$ cat src/rtl/pc_gen_pkg.sv
// -----------------------------------------------------------------------------
// pc_gen_pkg
//   Shared definitions for the program-counter generator: default bus width,
//   default reset vector, instruction step sizes, the PC state machine
//   encoding and the target alignment rule.
// -----------------------------------------------------------------------------
package pc_gen_pkg;

  localparam int unsigned DATA_WIDTH           = 32;
  localparam logic [31:0] DEFAULT_RESET_VECTOR = 32'h0000_1000;

  // Byte distance to the next sequential instruction.
  localparam int unsigned INSN_STEP_4 = 4;
  localparam int unsigned INSN_STEP_2 = 2;

  typedef enum logic [1:0] {
    BOOT,
    RUN,
    HALTED
  } pc_state_t;

  // With compressed instructions only halfword alignment is required;
  // otherwise targets must be word aligned.
  function automatic logic is_misaligned(input logic [1:0] addr_lsb,
                                         input logic       c_ext);
    return c_ext ? addr_lsb[0] : (addr_lsb != 2'b00);
  endfunction

endpackage : pc_gen_pkg

$ cat src/rtl/pc_gen_next_sel.sv
// -----------------------------------------------------------------------------
// pc_next_sel
//   Combinational next-PC selection for the RUN state. Priority, highest first:
//   trap redirect, aligned branch redirect, hold (stall or un-accepted fetch),
//   sequential increment. A misaligned branch is dropped and flagged.
//
// Ports
//   pc             current fetch PC
//   fetch_valid    fetch request currently presented
//   fetch_ready    instruction memory accepts the request this cycle
//   stall          hazard hold
//   fetch_is_c     instruction at pc is 16-bit (only honoured when C_EXT=1)
//   trap_valid     trap/mret redirect request, with trap_target
//   branch_valid   taken branch redirect request, with branch_target
//   next_pc        selected PC for the next cycle
//   redirect       a trap or aligned branch is being taken
//   misalign       branch request rejected because of target alignment
// -----------------------------------------------------------------------------
module pc_next_sel
  import pc_gen_pkg::is_misaligned, pc_gen_pkg::INSN_STEP_2, pc_gen_pkg::INSN_STEP_4;
#(
  parameter int unsigned DATA_WIDTH = pc_gen_pkg::DATA_WIDTH,
  parameter bit          C_EXT      = 1'b0
) (
  input  logic [DATA_WIDTH-1:0] pc,
  input  logic                  fetch_valid,
  input  logic                  fetch_ready,
  input  logic                  stall,
  input  logic                  fetch_is_c,
  input  logic                  trap_valid,
  input  logic [DATA_WIDTH-1:0] trap_target,
  input  logic                  branch_valid,
  input  logic [DATA_WIDTH-1:0] branch_target,
  output logic [DATA_WIDTH-1:0] next_pc,
  output logic                  redirect,
  output logic                  misalign
);

  logic                  branch_misaligned;
  logic                  branch_taken;
  logic                  hold;
  logic [DATA_WIDTH-1:0] step;

  // Trap targets are aligned by construction, so only branches are checked.
  assign branch_misaligned = is_misaligned(branch_target[1:0], C_EXT);

  // A branch only counts when no trap outranks it in the same cycle.
  assign branch_taken = branch_valid && !trap_valid && !branch_misaligned;
  assign misalign     = branch_valid && !trap_valid &&  branch_misaligned;
  assign redirect     = trap_valid || branch_taken;

  // An un-accepted request must stay on the bus until it is taken.
  assign hold = stall || (fetch_valid && !fetch_ready);

  assign step = (C_EXT && fetch_is_c) ? DATA_WIDTH'(INSN_STEP_2)
                                      : DATA_WIDTH'(INSN_STEP_4);

  always_comb begin
    // NOTE: defaulting every output first keeps this block free of latches.
    next_pc = pc;
    if (trap_valid) begin
      next_pc = trap_target;
    end else if (branch_valid) begin
      // Misaligned branches fall through to the held PC.
      if (!branch_misaligned) next_pc = branch_target;
    end else if (!hold) begin
      // Wraps modulo 2^DATA_WIDTH with no flag.
      next_pc = pc + step;
    end
  end

endmodule : pc_next_sel

$ cat src/rtl/pc_gen.sv
// -----------------------------------------------------------------------------
// pc_gen
//   Program-counter generator at the head of the fetch stage. Holds the
//   BOOT/RUN/HALTED state machine, the PC register and the registered
//   misaligned-branch pulse. All outputs are flops; nothing combinational
//   reaches them from the inputs.
//
// Ports
//   clk            system clock, rising edge
//   rst            synchronous active-high reset
//   stall          hazard hold; PC frozen unless redirected
//   fetch_ready    instruction memory accepts fetch_pc this cycle
//   fetch_is_c     instruction at fetch_pc is 16-bit (ignored when C_EXT=0)
//   branch_valid   taken branch request, branch_target its destination
//   trap_valid     trap/mret request, trap_target its destination
//   halt_req       debug halt request
//   resume_req     debug resume request
//   fetch_valid    fetch_pc is a live request (RUN state)
//   fetch_pc       current PC / instruction-memory address
//   misalign_err   one-cycle pulse after a dropped misaligned branch
//   halted         core in HALTED state
// -----------------------------------------------------------------------------
module pc_gen
  import pc_gen_pkg::pc_state_t, pc_gen_pkg::BOOT, pc_gen_pkg::RUN, pc_gen_pkg::HALTED;
#(
  parameter int unsigned          DATA_WIDTH   = pc_gen_pkg::DATA_WIDTH,
  parameter logic [DATA_WIDTH-1:0] RESET_VECTOR = DATA_WIDTH'(pc_gen_pkg::DEFAULT_RESET_VECTOR),
  parameter bit                   C_EXT        = 1'b0
) (
  input  logic                  clk,
  input  logic                  rst,
  input  logic                  stall,
  input  logic                  fetch_ready,
  input  logic                  fetch_is_c,
  input  logic                  branch_valid,
  input  logic [DATA_WIDTH-1:0] branch_target,
  input  logic                  trap_valid,
  input  logic [DATA_WIDTH-1:0] trap_target,
  input  logic                  halt_req,
  input  logic                  resume_req,
  output logic                  fetch_valid,
  output logic [DATA_WIDTH-1:0] fetch_pc,
  output logic                  misalign_err,
  output logic                  halted
);

  pc_state_t             state;
  logic [DATA_WIDTH-1:0] sel_next_pc;
  logic                  sel_redirect;
  logic                  sel_misalign;
  logic                  halt_take;

  pc_next_sel #(
    .DATA_WIDTH (DATA_WIDTH),
    .C_EXT      (C_EXT)
  ) u_next_sel (
    .pc            (fetch_pc),
    .fetch_valid   (fetch_valid),
    .fetch_ready   (fetch_ready),
    .stall         (stall),
    .fetch_is_c    (fetch_is_c),
    .trap_valid    (trap_valid),
    .trap_target   (trap_target),
    .branch_valid  (branch_valid),
    .branch_target (branch_target),
    .next_pc       (sel_next_pc),
    .redirect      (sel_redirect),
    .misalign      (sel_misalign)
  );

  // Halting must not strand an outstanding request, unless a redirect
  // abandons that request anyway.
  assign halt_take = halt_req && (!(fetch_valid && !fetch_ready) || sel_redirect);

  // NOTE: sequential state uses non-blocking assignments so every flop samples
  // the pre-edge values of the others.
  always_ff @(posedge clk) begin
    if (rst) begin
      state        <= BOOT;
      fetch_pc     <= RESET_VECTOR;
      fetch_valid  <= 1'b0;
      misalign_err <= 1'b0;
      halted       <= 1'b0;
    end else begin
      misalign_err <= 1'b0;
      case (state)
        BOOT: begin
          // Single dead cycle; requests arriving now are ignored.
          state       <= RUN;
          fetch_valid <= 1'b1;
        end

        RUN: begin
          misalign_err <= sel_misalign;
          if (halt_take) begin
            state       <= HALTED;
            fetch_valid <= 1'b0;
            halted      <= 1'b1;
            // Freeze at the current PC so resume refetches it, but still
            // honour a redirect that coincides with the halt.
            if (sel_redirect) fetch_pc <= sel_next_pc;
          end else begin
            fetch_pc <= sel_next_pc;
          end
        end

        HALTED: begin
          // Branches are ignored here; a trap doubles as a resume.
          if (trap_valid || resume_req) begin
            state       <= RUN;
            fetch_valid <= 1'b1;
            halted      <= 1'b0;
            if (trap_valid) fetch_pc <= trap_target;
          end
        end

        default: begin
          state       <= BOOT;
          fetch_valid <= 1'b0;
          halted      <= 1'b0;
        end
      endcase
    end
  end

endmodule : pc_gen

$ cat config.mk
export PLATFORM = sky130hd
export DESIGN_NAME = pc_gen
export DESIGN_NICKNAME = d
export VERILOG_FILES = /design/src/rtl/pc_gen_pkg.sv /design/src/rtl/pc_gen_next_sel.sv /design/src/rtl/pc_gen.sv
export SDC_FILE = /design/constraint.sdc
export NUM_CORES = 1
export LEC_CHECK = 0
export BUFFER_PORTS_ARGS = -buffer_cell sky130_fd_sc_hd__buf_2
export CORE_MARGIN = 3
export CORE_UTILIZATION = 49
export DETAILED_ROUTE_END_ITERATION = 10
export PLACE_DENSITY = 0.8
export SYNTH_ARGS = -nofsm -noshare
export SYNTH_HDL_FRONTEND = slang
export SYNTH_SLANG_ARGS = --single-unit
$ cat constraint.sdc
create_clock -name clk -period 2.8 [get_ports clk]
set_input_delay 0.28 -clock clk [delete_from_list [all_inputs] [get_ports clk]]
set_output_delay 0.28 -clock clk [all_outputs]
set_load 0.02 [all_outputs]
Yosys cells after proc, flatten, opt, wreduce, memory -nomap -nowiden:

Index checks and enable logic that the tools add are counted.

* register bits after elaboration: 37
* bits of input ports: 73
* output and inout bits: 35
* logic and storage cells: 52

* $add $sub $neg: 1
* eq/ne operators: 6
* muxes and demuxes: 18
* bitwise gates (word level): 2
* reductions and logical operators: 20

Operators by type and width (number)
* $mux 32: 8
* $pmux 32 s2: 1
* $add 32x3->32 const B: 1
* $ne 2x2->1 const B: 3
* $pmux 1 s3: 2
* $pmux 2 s3: 1
* $logic_and 1x1->1: 5
* $logic_not 1->1: 4
* $logic_or 1x1->1: 4
* $mux 1: 4
* $mux 2: 2
* $reduce_and 4->1: 1
* $reduce_bool 2->1: 2
* $ne 3x3->1 const B: 1
* $reduce_and 3->1: 1
* $eq 2x1->1 const B: 1
* $eq 2x2->1 const B: 1
* $logic_not 2->1: 1
* $not 1->1: 2
* $reduce_and 2->1: 1
* $reduce_or 2->1: 1

Logic depth before layout (Yosys ltp):

* depth after elaboration: 9
* gate-level depth with buffers: 8
* depth with buffers taken out: 6

Hierarchy:

From an unflattened synthesis, not the netlist that was laid out.

* cells, all modules: 448
* area total of the unflattened synthesis: 3562.2 µm²

Modules (own cells, without submodules)
* pc_gen: times used 1, cells an instance 171, area an instance 1923.1 µm²
* pc_next_sel: times used 1, cells an instance 277, area an instance 1639.1 µm²

Worst setup path before layout:

No wires, ideal clock.

* kind: register -> register
* start: register fetch_pc[2]
* end: register fetch_pc[22]
* arrival: 2.057 ns
* data required time: 2.736 ns
* setup slack: 0.679 ns
* stages on the path, launching flop included: 7
* path buffers: 0
* clock period less this slack: 2.121 ns
* cell sequence: dfxtp_1 -> ha_1 -> nand3_2 -> nor4_4 -> nand2_1 -> or4_1 -> nand4_1

* longest elaborated chain between the ends: 7

RTL lines
* from (decl): RTL line pc_gen.sv:42 `output logic [DATA_WIDTH-1:0] fetch_pc,`
* from (signal assigned): RTL line pc_gen.sv:101 `if (sel_redirect) fetch_pc <= sel_next_pc;`
* from (signal assigned): RTL line pc_gen.sv:103 `fetch_pc <= sel_next_pc;`
* from (signal assigned): RTL line pc_gen.sv:113 `if (trap_valid) fetch_pc <= trap_target;`
* $add 32x3->32 (*): RTL line pc_gen_next_sel.sv:68 `next_pc = pc + step;`
* $mux 32 (*): RTL line pc_gen_next_sel.sv:66 `end else if (!hold) begin`
* $mux 32 (*): RTL line pc_gen_next_sel.sv:63 `end else if (branch_valid) begin`
* $mux 32 (*): RTL line pc_gen_next_sel.sv:61 `if (trap_valid) begin`
* $mux 32: RTL line pc_gen.sv:101
* $mux 32 (*): RTL line pc_gen.sv:95 `if (halt_take) begin`
* $pmux 32 s2 (*): RTL line pc_gen.sv:86 `case (state)`

Mark *: on every way between the ends. The rest lies on a longest branch, timed or not. The select of a mux whose other input is x is not followed.
A chain may end at the register's enable or synchronous reset.

Worst setup path after layout:

* start: register state[1]
* end: register fetch_pc[31]

* longest elaborated chain between the ends: 3
* elaborated cells on any way between the ends: 8
* classes of those cells: eq/ne (5); mux (1); reduce/logical (2)

RTL lines
* from (decl): RTL line pc_gen.sv:47 `pc_state_t state;`
* from (signal assigned): RTL line pc_gen.sv:79 `state <= BOOT;`
* from (signal assigned): RTL line pc_gen.sv:89 `state <= RUN;`
* from (signal assigned): RTL line pc_gen.sv:96 `state <= HALTED;`
* $eq 2x1->1 or $eq 2x2->1 (tied branches): RTL line pc_gen.sv:86
* $ne 3x3->1 (no line) (tied with other cells)
* $reduce_and 4->1 (no line)

Several ways; a longest one is shown, not always the timed one.

==> run_results.csv <==
group,metric,value,unit
status,outcome,"finished clean",
synthesis,synth_top_cell_by_area,"dfxtp_1",
global_route,overflow,0,
sta,maxSlewViolCount,0,
detailed_routing,dr_wl_met2,4282,um
detailed_routing,drt_iter0_markers,346,
detailed_routing,via_count,3253,
critical_path,crit_end,"fetch_pc[31]",
critical_path,r2r_start,"state[1]",
synthesis,ys_seq_area_share,27.57,%
place,routabilityCongestion,0.8940,
clock_tree,clkLatencyLatePin,0.29,ns
clock_tree,htreeDepth,2,
sta,finalSetupViolations,0,
critical_path,reg2reg_slack,0.37,ns
synthesis,syn_nets,436,
critical_path,cp-startpoint,"state[1]",
die,start_util,52.89,%
final_layout,drive_gt1_share,29.63,%
detailed_routing,wl_met1,3534,um
critical_path,cp-end-kind,"flop",
place,hpwl,6280,um
die,rows,25,
global_route,antenna_found_initial,0,
critical_path,cp_data_required_time,3.01,ns
global_route,grt_pass1_vias,2875,
worst_hold_path,hold_class,"in -> reg",
final_layout,final_nets,532,
die,design.die.area,0.006247,mm2
power_and_ir_drop,vdd_drop_max,295.9,uV
clock_tree,cts_buffer_depth,2,
critical_path,critPathMaxFanout,18,
die,io_pins,108,
sta,fmax,411.7,MHz
synthesis,yosysTopAreaCellShare,27.57,%
sta,worst_slew_pin_slew,0.7703,ns
die,die_y,79.04,um
sta,finalClockSkew,0.005237,ns
clock_tree,cts_sinks,36,
critical_path,worst_r2r_path_depth,5,
sta,rsz0062_at_grt,"false",
detailed_routing,avgViaCountPerCell,6.184,
final_layout,area_growth,25.51,%
clock_tree,ctsHoldBuffers,0,
global_route,grt_max_degree,32,
synthesis,synth_edf_count,0,
die,core_area,0.004942,mm2
detailed_routing,finalWirelength,8640,um
synthesis,synth_warnings,0,
synthesis,syn-cell-area,0.002614,mm2
synthesis,ys_seq_elements,36,
flow_run,cap_violations,0,
sta,fin_crit_sh,86.75,%
global_route,grtUsageTotal,26.76,%
place,placed_area,0.003186,mm2
critical_path,arrival,2.64,ns
synthesis,ys_async_sr_fraction,0,%
critical_path,worstSetupStartpointType,"flop",
synthesis,synth-main-ff-cell,"dfxtp_1",
sta,fin_tns_setup,0,ns
detailed_routing,wl_met3,703,um
die,die_w,79.04,um
detailed_routing,postRouteAntennaNets,0,
critical_path,crit_type,"reg -> reg",
clock_tree,clkTransAtPathRegs,0.07,ns
power_and_ir_drop,power_density,413.7,mW/mm2
clock_tree,root_buffer,"clkbuf_8",
global_route,grt_pass1_wl,13480,um
detailed_routing,first_pass_iters,5,
sta,period_needed,2.429,ns
sta,hold_viol_final,0,
clock_tree,cts_tree,"built",
sta,max_slew_margin,48.46,%
critical_path,r2r_end,"fetch_pc[31]",
power_and_ir_drop,fin_total_pwr,1.357,mW
detailed_routing,route.detailed.drc,0,
detailed_routing,wire_per_inst,16.43,um
synthesis,synth.top_cells.by_area,"dfxtp_1, a21oi_1, o21ai_0, nand2_1, nand4_1",
clock_tree,cts_buffers,5,
final_layout,final_area,0.003281,mm2
synthesis,ys_types,59,
synthesis,avgSynthCellArea,7.220,um2
power_and_ir_drop,p_leak,1.360,nW
detailed_routing,maxUsedRoutingLayer,"met4",
place,port_buffers,106,
synthesis,synthCells,362,
final_layout,insertedDiodeCount,0,
layout by cell type, fill, tap and decap left out, types with 5 or more instances in the layout:
cell type  netlist  layout
o31a_1           6       6
nand4_1         15      15
and4_1           5       5
buf_4            0      11
inv_1            8       8
o32ai_1          8       8
nand2_1         38      38
nor2_1          23      23
a211oi_1         8       8
clkbuf_8         0       6
and3_1           8       8
buf_2            4     106
nor3_1          17      16
a31o_2           6       6
nand3_1         15      15
a21oi_1         37      37
dfxtp_1         36      36
mux2i_1          5       5
o21ai_0         35      35
state kept, by name (all words and copies together) (netlist names):
signal        flops
halted            1
fetch_pc         32
state             2
misalign_err      1
repair_timing:
action,CTS,global route
endpoints found under the setup margin,0,3
gates resized for setup,0,1
buffers inserted,0,0
synth_stat cells (3+ instances only):
library cell / number
nand3_1: 15
and4_1: 5
and3_1: 8
o21ai_0: 35
o211ai_1: 4
nand4_1: 15
a31o_2: 6
mux2i_1: 5
and2_1: 3
inv_1: 8
a31oi_1: 4
buf_2: 4
o32ai_1: 8
nor3_1: 17
nor2_1: 23
clkbuf_1: 21
or4_1: 3
or3_1: 3
dfxtp_1: 36
a211oi_1: 8
nand2_1: 38
nor4_1: 4
a21oi_1: 37
o31a_1: 6
kinds of logic after synthesis:
group | Yosys count | synth area share [%]
simple gates | 149 | 30.40
compound gates | 132 | 32.89
buf+inv | 37 | 6.079
flops | 36 | 27.57
mux | 5 | 1.915
xor+xnor | 2 | 0.6703
fa+ha+maj | 1 | 0.4786
routing by layer:
metal | GRT usage, % | up-vias
met5 | 0 | -
met4 | 8.935 | 0
met3 | 3.855 | 14
met2 | 44.53 | 156
met1 | 35.46 | 1506
li1 | - | 1577
per-stage QoR:
step,util [%],hold slack [ns],setup slack [ns],instances
after floorplan,-,0.4397,0.6785,362
after global placement,64.46,0.4609,0.3164,518
after detailed placement,64.46,0.4637,0.1922,518
after CTS,66.28,0.2486,0.1849,526
after global routing,66.38,0.2658,0.2027,526
final,66.38,0.2511,0.3709,526
report_power, final:
group          total (mW)  switching, mW  internal [mW]  leakage (nW)
clock               0.391          0.190          0.201        0.0455
sequential          0.605         0.0557          0.549         0.295
combinational       0.361          0.215          0.147          1.02
total                1.36          0.461          0.897          1.36
worst min-delay path by stage:
stage,cells after the start,end,slack (ns),start
5_1_grt,3,fetch_pc[4],0.27,trap_target[4]
2_1_floorplan,2,fetch_pc[4],0.44,trap_target[4]
3_5_place_dp,2,halted,0.46,halted
4_1_cts,3,fetch_pc[4],0.25,trap_target[4]
3_3_place_gp,2,halted,0.46,halted
6_report,3,fetch_pc[4],0.25,trap_target[4]
layout make-up:
class	instances	area [um2]
multi-input combinational	289	1739
fill	457	1662
sequential	36	720.7
timing repair buffer	117	613.1
clock buffer	8	90.09
tap	67	83.83
inverter	9	33.78
worst max-delay path, stage by stage (launching register included):
cell     delay [ns]
dfxtp_1        0.41
nor2b_1        0.46
a21o_1         0.29
nand2_1        0.40
or4b_1         0.63
a31oi_1        0.16
Power figures use the tool's default switching activity.
